--- src/rtl/reg_wb_pkg.sv ---
// reg_wb_pkg: shared widths and the queued write-back entry type.
package reg_wb_pkg;
    localparam int WB_DATA_W = 16;
    localparam int WB_ADDR_W = 4;

    typedef struct packed {
        logic [WB_ADDR_W-1:0] addr;
        logic [WB_DATA_W-1:0] data;
    } wb_entry_t;
endpackage

--- src/rtl/reg_wb_fifo.sv ---
// reg_wb_fifo: 2-write/1-read circular buffer of write-back entries with an entry-array view.
module reg_wb_fifo
    import reg_wb_pkg::*;
#(
    parameter int DEPTH = 4
) (
    input  logic                       clk,
    input  logic                       rst,
    input  logic                       wr0_en,
    input  wb_entry_t                  wr0,
    input  logic                       wr1_en,
    input  wb_entry_t                  wr1,
    input  logic                       rd_en,
    output wb_entry_t                  head_entry,
    output logic [$clog2(DEPTH)-1:0]   head,
    output logic [$clog2(DEPTH):0]     count,
    output wb_entry_t                  entries [DEPTH]
);
    localparam int PW = $clog2(DEPTH);

    wb_entry_t mem_q [DEPTH];
    wb_entry_t mem_d [DEPTH];
    logic [PW-1:0] head_q, head_d, tail_q, tail_d, tail_p1;
    logic [PW:0] count_q, count_d;

    // wr1 is only ever used together with wr0 and lands one slot behind it
    always_comb begin
        mem_d = mem_q;
        tail_p1 = tail_q + 1'b1;
        if (wr0_en) mem_d[tail_q] = wr0;
        if (wr1_en) mem_d[tail_p1] = wr1;
        head_d = head_q + PW'(rd_en);
        tail_d = tail_q + PW'(wr0_en) + PW'(wr1_en);
        count_d = count_q + (PW+1)'(wr0_en) + (PW+1)'(wr1_en) - (PW+1)'(rd_en);
    end

    always_ff @(posedge clk) begin
        if (rst) begin
            mem_q <= '{default: '0};
            head_q <= '0;
            tail_q <= '0;
            count_q <= '0;
        end else begin
            mem_q <= mem_d;
            head_q <= head_d;
            tail_q <= tail_d;
            count_q <= count_d;
        end
    end

    assign head_entry = mem_q[head_q];
    assign head = head_q;
    assign count = count_q;
    assign entries = mem_q;
endmodule

--- src/rtl/reg_writeback_queue.sv ---
// reg_writeback_queue: serialises ALU/load results onto the register-file write port with forwarding.
module reg_writeback_queue
    import reg_wb_pkg::*;
#(
    parameter int DEPTH  = 4,
    parameter int DATA_W = WB_DATA_W,
    parameter int ADDR_W = WB_ADDR_W
) (
    input  logic                     clk,
    input  logic                     rst,
    input  logic                     mem_valid,
    input  logic [ADDR_W-1:0]        mem_reg,
    input  logic [DATA_W-1:0]        mem_data,
    input  logic                     alu_valid,
    input  logic [ADDR_W-1:0]        alu_reg,
    input  logic [DATA_W-1:0]        alu_data,
    output logic                     wb_stall,
    output logic                     RegWrite,
    output logic [ADDR_W-1:0]        Write_Reg,
    output logic [DATA_W-1:0]        Write_Bus,
    input  logic [ADDR_W-1:0]        Read_Reg_1,
    input  logic [ADDR_W-1:0]        Read_Reg_2,
    output logic                     fwd_hit_1,
    output logic [DATA_W-1:0]        fwd_data_1,
    output logic                     fwd_hit_2,
    output logic [DATA_W-1:0]        fwd_data_2,
    output logic [$clog2(DEPTH):0]   occupancy
);
    localparam int PW = $clog2(DEPTH);

    logic push_mem, push_alu, wr0_en, wr1_en;
    wb_entry_t wr0, wr1, head_entry;
    wb_entry_t entries [DEPTH];
    logic [PW-1:0] head, idx;
    logic [PW:0] count;

    assign occupancy = count;
    assign wb_stall = count > (PW+1)'(DEPTH - 2);
    assign push_mem = mem_valid && !wb_stall;
    assign push_alu = alu_valid && !wb_stall;

    // the load result is older, so it always takes the first slot when present
    always_comb begin
        wr0_en = push_mem || push_alu;
        wr1_en = push_mem && push_alu;
        wr0 = push_mem ? '{addr: mem_reg, data: mem_data} : '{addr: alu_reg, data: alu_data};
        wr1 = '{addr: alu_reg, data: alu_data};
    end

    reg_wb_fifo #(.DEPTH(DEPTH)) u_fifo (
        .clk        (clk),
        .rst        (rst),
        .wr0_en     (wr0_en),
        .wr0        (wr0),
        .wr1_en     (wr1_en),
        .wr1        (wr1),
        .rd_en      (RegWrite),
        .head_entry (head_entry),
        .head       (head),
        .count      (count),
        .entries    (entries)
    );

    assign RegWrite = count != '0;
    assign Write_Reg = RegWrite ? head_entry.addr : '0;
    assign Write_Bus = RegWrite ? head_entry.data : '0;

    // walk oldest to youngest so the last match left standing is the youngest
    always_comb begin
        fwd_hit_1 = 1'b0;
        fwd_data_1 = '0;
        fwd_hit_2 = 1'b0;
        fwd_data_2 = '0;
        idx = '0;
        for (int i = 0; i < DEPTH; i++) begin
            idx = head + PW'(i);
            if ((PW+1)'(i) < count && entries[idx].addr == Read_Reg_1) begin
                fwd_hit_1 = 1'b1;
                fwd_data_1 = entries[idx].data;
            end
            if ((PW+1)'(i) < count && entries[idx].addr == Read_Reg_2) begin
                fwd_hit_2 = 1'b1;
                fwd_data_2 = entries[idx].data;
            end
        end
    end

    a_no_push_when_stalled: assert property (@(posedge clk) disable iff (rst)
        !(wb_stall && (mem_valid || alu_valid)));
endmodule

--- config.mk ---
export PLATFORM = sky130hd
export DESIGN_NAME = reg_writeback_queue
export DESIGN_NICKNAME = d
export VERILOG_FILES = /design/src/rtl/reg_wb_pkg.sv /design/src/rtl/reg_wb_fifo.sv /design/src/rtl/reg_writeback_queue.sv
export SDC_FILE = /design/constraint.sdc
export NUM_CORES = 1
export LEC_CHECK = 0
export ABC_CLOCK_PERIOD_IN_PS = 2380
export CORE_MARGIN = 1
export CORE_UTILIZATION = 51
export DETAILED_ROUTE_END_ITERATION = 7
export HOLD_SLACK_MARGIN = 0.15
export PLACE_DENSITY = 0.85
export SLEW_MARGIN = 20
export SYNTH_ARGS = -nofsm -noshare
export SYNTH_HDL_FRONTEND = slang
export SYNTH_HIERARCHICAL = 1
export SYNTH_SLANG_ARGS = --single-unit
export TNS_END_PERCENT = 100
--- constraint.sdc ---
create_clock -name clk -period 2.38 [get_ports clk]
set_input_delay 0.357 -clock clk [delete_from_list [all_inputs] [get_ports clk]]
set_output_delay 0.357 -clock clk [all_outputs]
set_load 0.05 [all_outputs]
==> results.ini <==
[status]
status=complete, but fails checks
violations=negative setup slack

[logic_synthesis]
yosys.area_share.simple=0.193
synth-compound-area-share=0.210
seq_area_frac_synth=0.216
syn-cell-area_mm2=0.00808
yosys_most_used_dff=dfxtp_1
synthMuxAreaShare=0.265
synth_edf_count=0
synth_top_cell_area_share=0.216
netlist_instances=882
synth-async-reset-ratio=0
yosys_warnings=6
synth.most_common_cell=nor2_1
synth_top_family_by_area=multiplexers
synth.distinct_cells=47
synth_fa_ha_area_frac=0.0105
avgSynthCellArea_um2=9.16
yosys-top-cells-count=nor2_1 (88), dfxtp_1 (87), nor3_1 (82)
synth_top_cell_by_area=dfxtp_1
synth_xor_xnor_area_share=0.0427
synth-seq-cells=87
synth_area_leaders=dfxtp_1 (22%), mux4_2 (16%), a221oi_1 (8.3%), mux2_2 (5.3%), nor3_1 (5.1%)
synthesis.nets=939

[timing]
period_share=1.36
fin_skew_ps=7.08
tns_ps=-30510
fmax_mhz=310
setup_slack_ps=-845
finalHoldViolCount=0
slew_headroom=0.360
fin_crit_ps=3220
setup_violations=50
tightest_slew_ps=956
rsz0062_at_grt=yes
drv_slew=0

[critical_path]
worst-setup-path-type=flip-flop to output pin
critPathLaunchType=flip-flop
cp-end-kind=output pin
required_ps=2020
cp_max_fo=16
cp_data_arrival_time_ps=2870

[cells_and_area]
regArea_mm2=0.00176
area_growth_pct=41.7
n_fill_cell=970
nets=1091
diodes=0
final_util=0.748
multiInputGateArea_mm2=0.00660
final_layout_size_suffix_gt1_frac=0.396

[die]
io_pins=111
die_area_mm2=0.0164
die_h_um=128
start_util=0.528
dieWidth_um=128
placementRows=45
coreArea_mm2=0.0153

[grt]
grt_pass1_wl_mm=49.0
grt_max_degree=88
grt_pass1_vias=8773
grt-ovfl-total=0
grt_antenna_before_repair=0
grtUsageTotal=0.384

[job]
maxCapViolations=0

[route]
met3_length_mm=4.16
wl_per_cell_um=25.2
viasPerCell=7.36
met1_length_mm=11.3
drc_errors=0
top_layer_used=met4
first_pass_iters=8
first_iter_violations=1829
routed_wl_mm=31.4
met2_length_mm=14.0
num_vias=9190
drtAntennaViolNets=0

[placement]
port_buffers=110
globalplace.congestion=0.950
post-dp-hpwl_mm=19.3
place_ws_ps=-490

[clock_network]
clk_path_buf_depth=2
clock_sinks=87
cts_tree=yes
clkSlewWorstSetupHoldPaths_ps=60
cts-htree-levels=3
cts_hold_buf=0
cts_buffers=9
clk_latency_ps=330
clock-root-buffer=clkbuf_16

[min_path]
worstHoldPathType=input port to flip-flop

[power_and_ir_drop]
p_leak_nw=4.13
ir_drop_v=0.000927
power_density_mw_per_mm2=1260
design_power_total_mw=14.4

[area by class of cell]
| type | instances | share of cell area |
|---|---|---|
| Tap cell | 211 | 0.0231 |
| Clock buffer | 13 | 0.0246 |
| Timing Repair Buffer | 238 | 0.219 |
| Multi-Input combinational cell | 692 | 0.576 |
| Clock inverter | 2 | 0.00109 |
| Inverter | 6 | 0.00197 |
| Sequential cell | 87 | 0.154 |
[worst max-delay path, stage by stage (launching register included)]
cell	delay (ps)
dfxtp_4	410
buf_4	150
mux4_2	570
xnor2_2	190
nand4_1	170
o21bai_4	220
buf_12	180
o221a_2	310
o22ai_4	120
buf_6	180
[path summary, 6_finish.rpt]
path	startpoint	depth (start not counted)	slack, ps	end
setup reg to reg	u_fifo/count[1]	7	70	u_fifo/entries[72]
hold / removal	rst	3	550	u_fifo/tail_q[1]
hold reg to reg	u_fifo/count[2]	2	550	u_fifo/count[2]
setup / recovery	u_fifo/head[0]	9	-840	fwd_data_1[0]
[where the power goes]
group | switching [mW] | internal, mW | leakage [nW] | total, mW
registers | 0.839 | 1.92 | 0.714 | 2.76
clock network | 0.569 | 0.822 | 0.143 | 1.39
logic | 5.53 | 4.71 | 3.27 | 10.2
[logic make-up (layout without fill, tap and decap cells)]
group           Yosys count  count (layout)
compound gates          214             215
mux                     124             124
fa+ha+maj                 5               5
buf+inv                 104             259
simple gates            312             312
flops                    87              87
xor+xnor                 36              36
[placed cells by master, fill, tap and decap left out, types with 38 or more instances in the layout]
cell             netlist  routed
buf_6                  5      47
clkdlybuf4s50_1        0      54
mux4_2                59      61
dfxtp_1               87      82
nand2_1               50      50
nor3_1                82      81
buf_4                  5     106
a221oi_1              77      77
nor2_1                88      87
mux2_2                38      38
[metrics by stage]
stage               hold WS, ps  area [µm²]  std cells
global route                573       11400       1249
detailed placement          547       10500       1216
finish                      548       11400       1249
global placement            522       10500       1216
CTS                         533       11400       1247
floorplan                   528        8790        882
[registers in the layout (all words and copies together), names as in the netlist]
signal / cells
u_fifo/tail_q: 2
u_fifo/entries: 80
u_fifo/head: 2
u_fifo/count: 3
[repair_timing]
action	CTS	global route
endpoints found under the setup margin	50	52
gates resized for setup	106	14
buffers inserted	10	2
endpoints found under the hold margin	0	0
pin swaps	17	16
gates cloned	6	0
[metal layers]
layer,GRT usage,vias up
li1,-,3753
met1,0.494,4309
met2,0.590,919
met3,0.0968,209
met4,0.219,0
met5,0,-
Power figures use the tool's default switching activity.
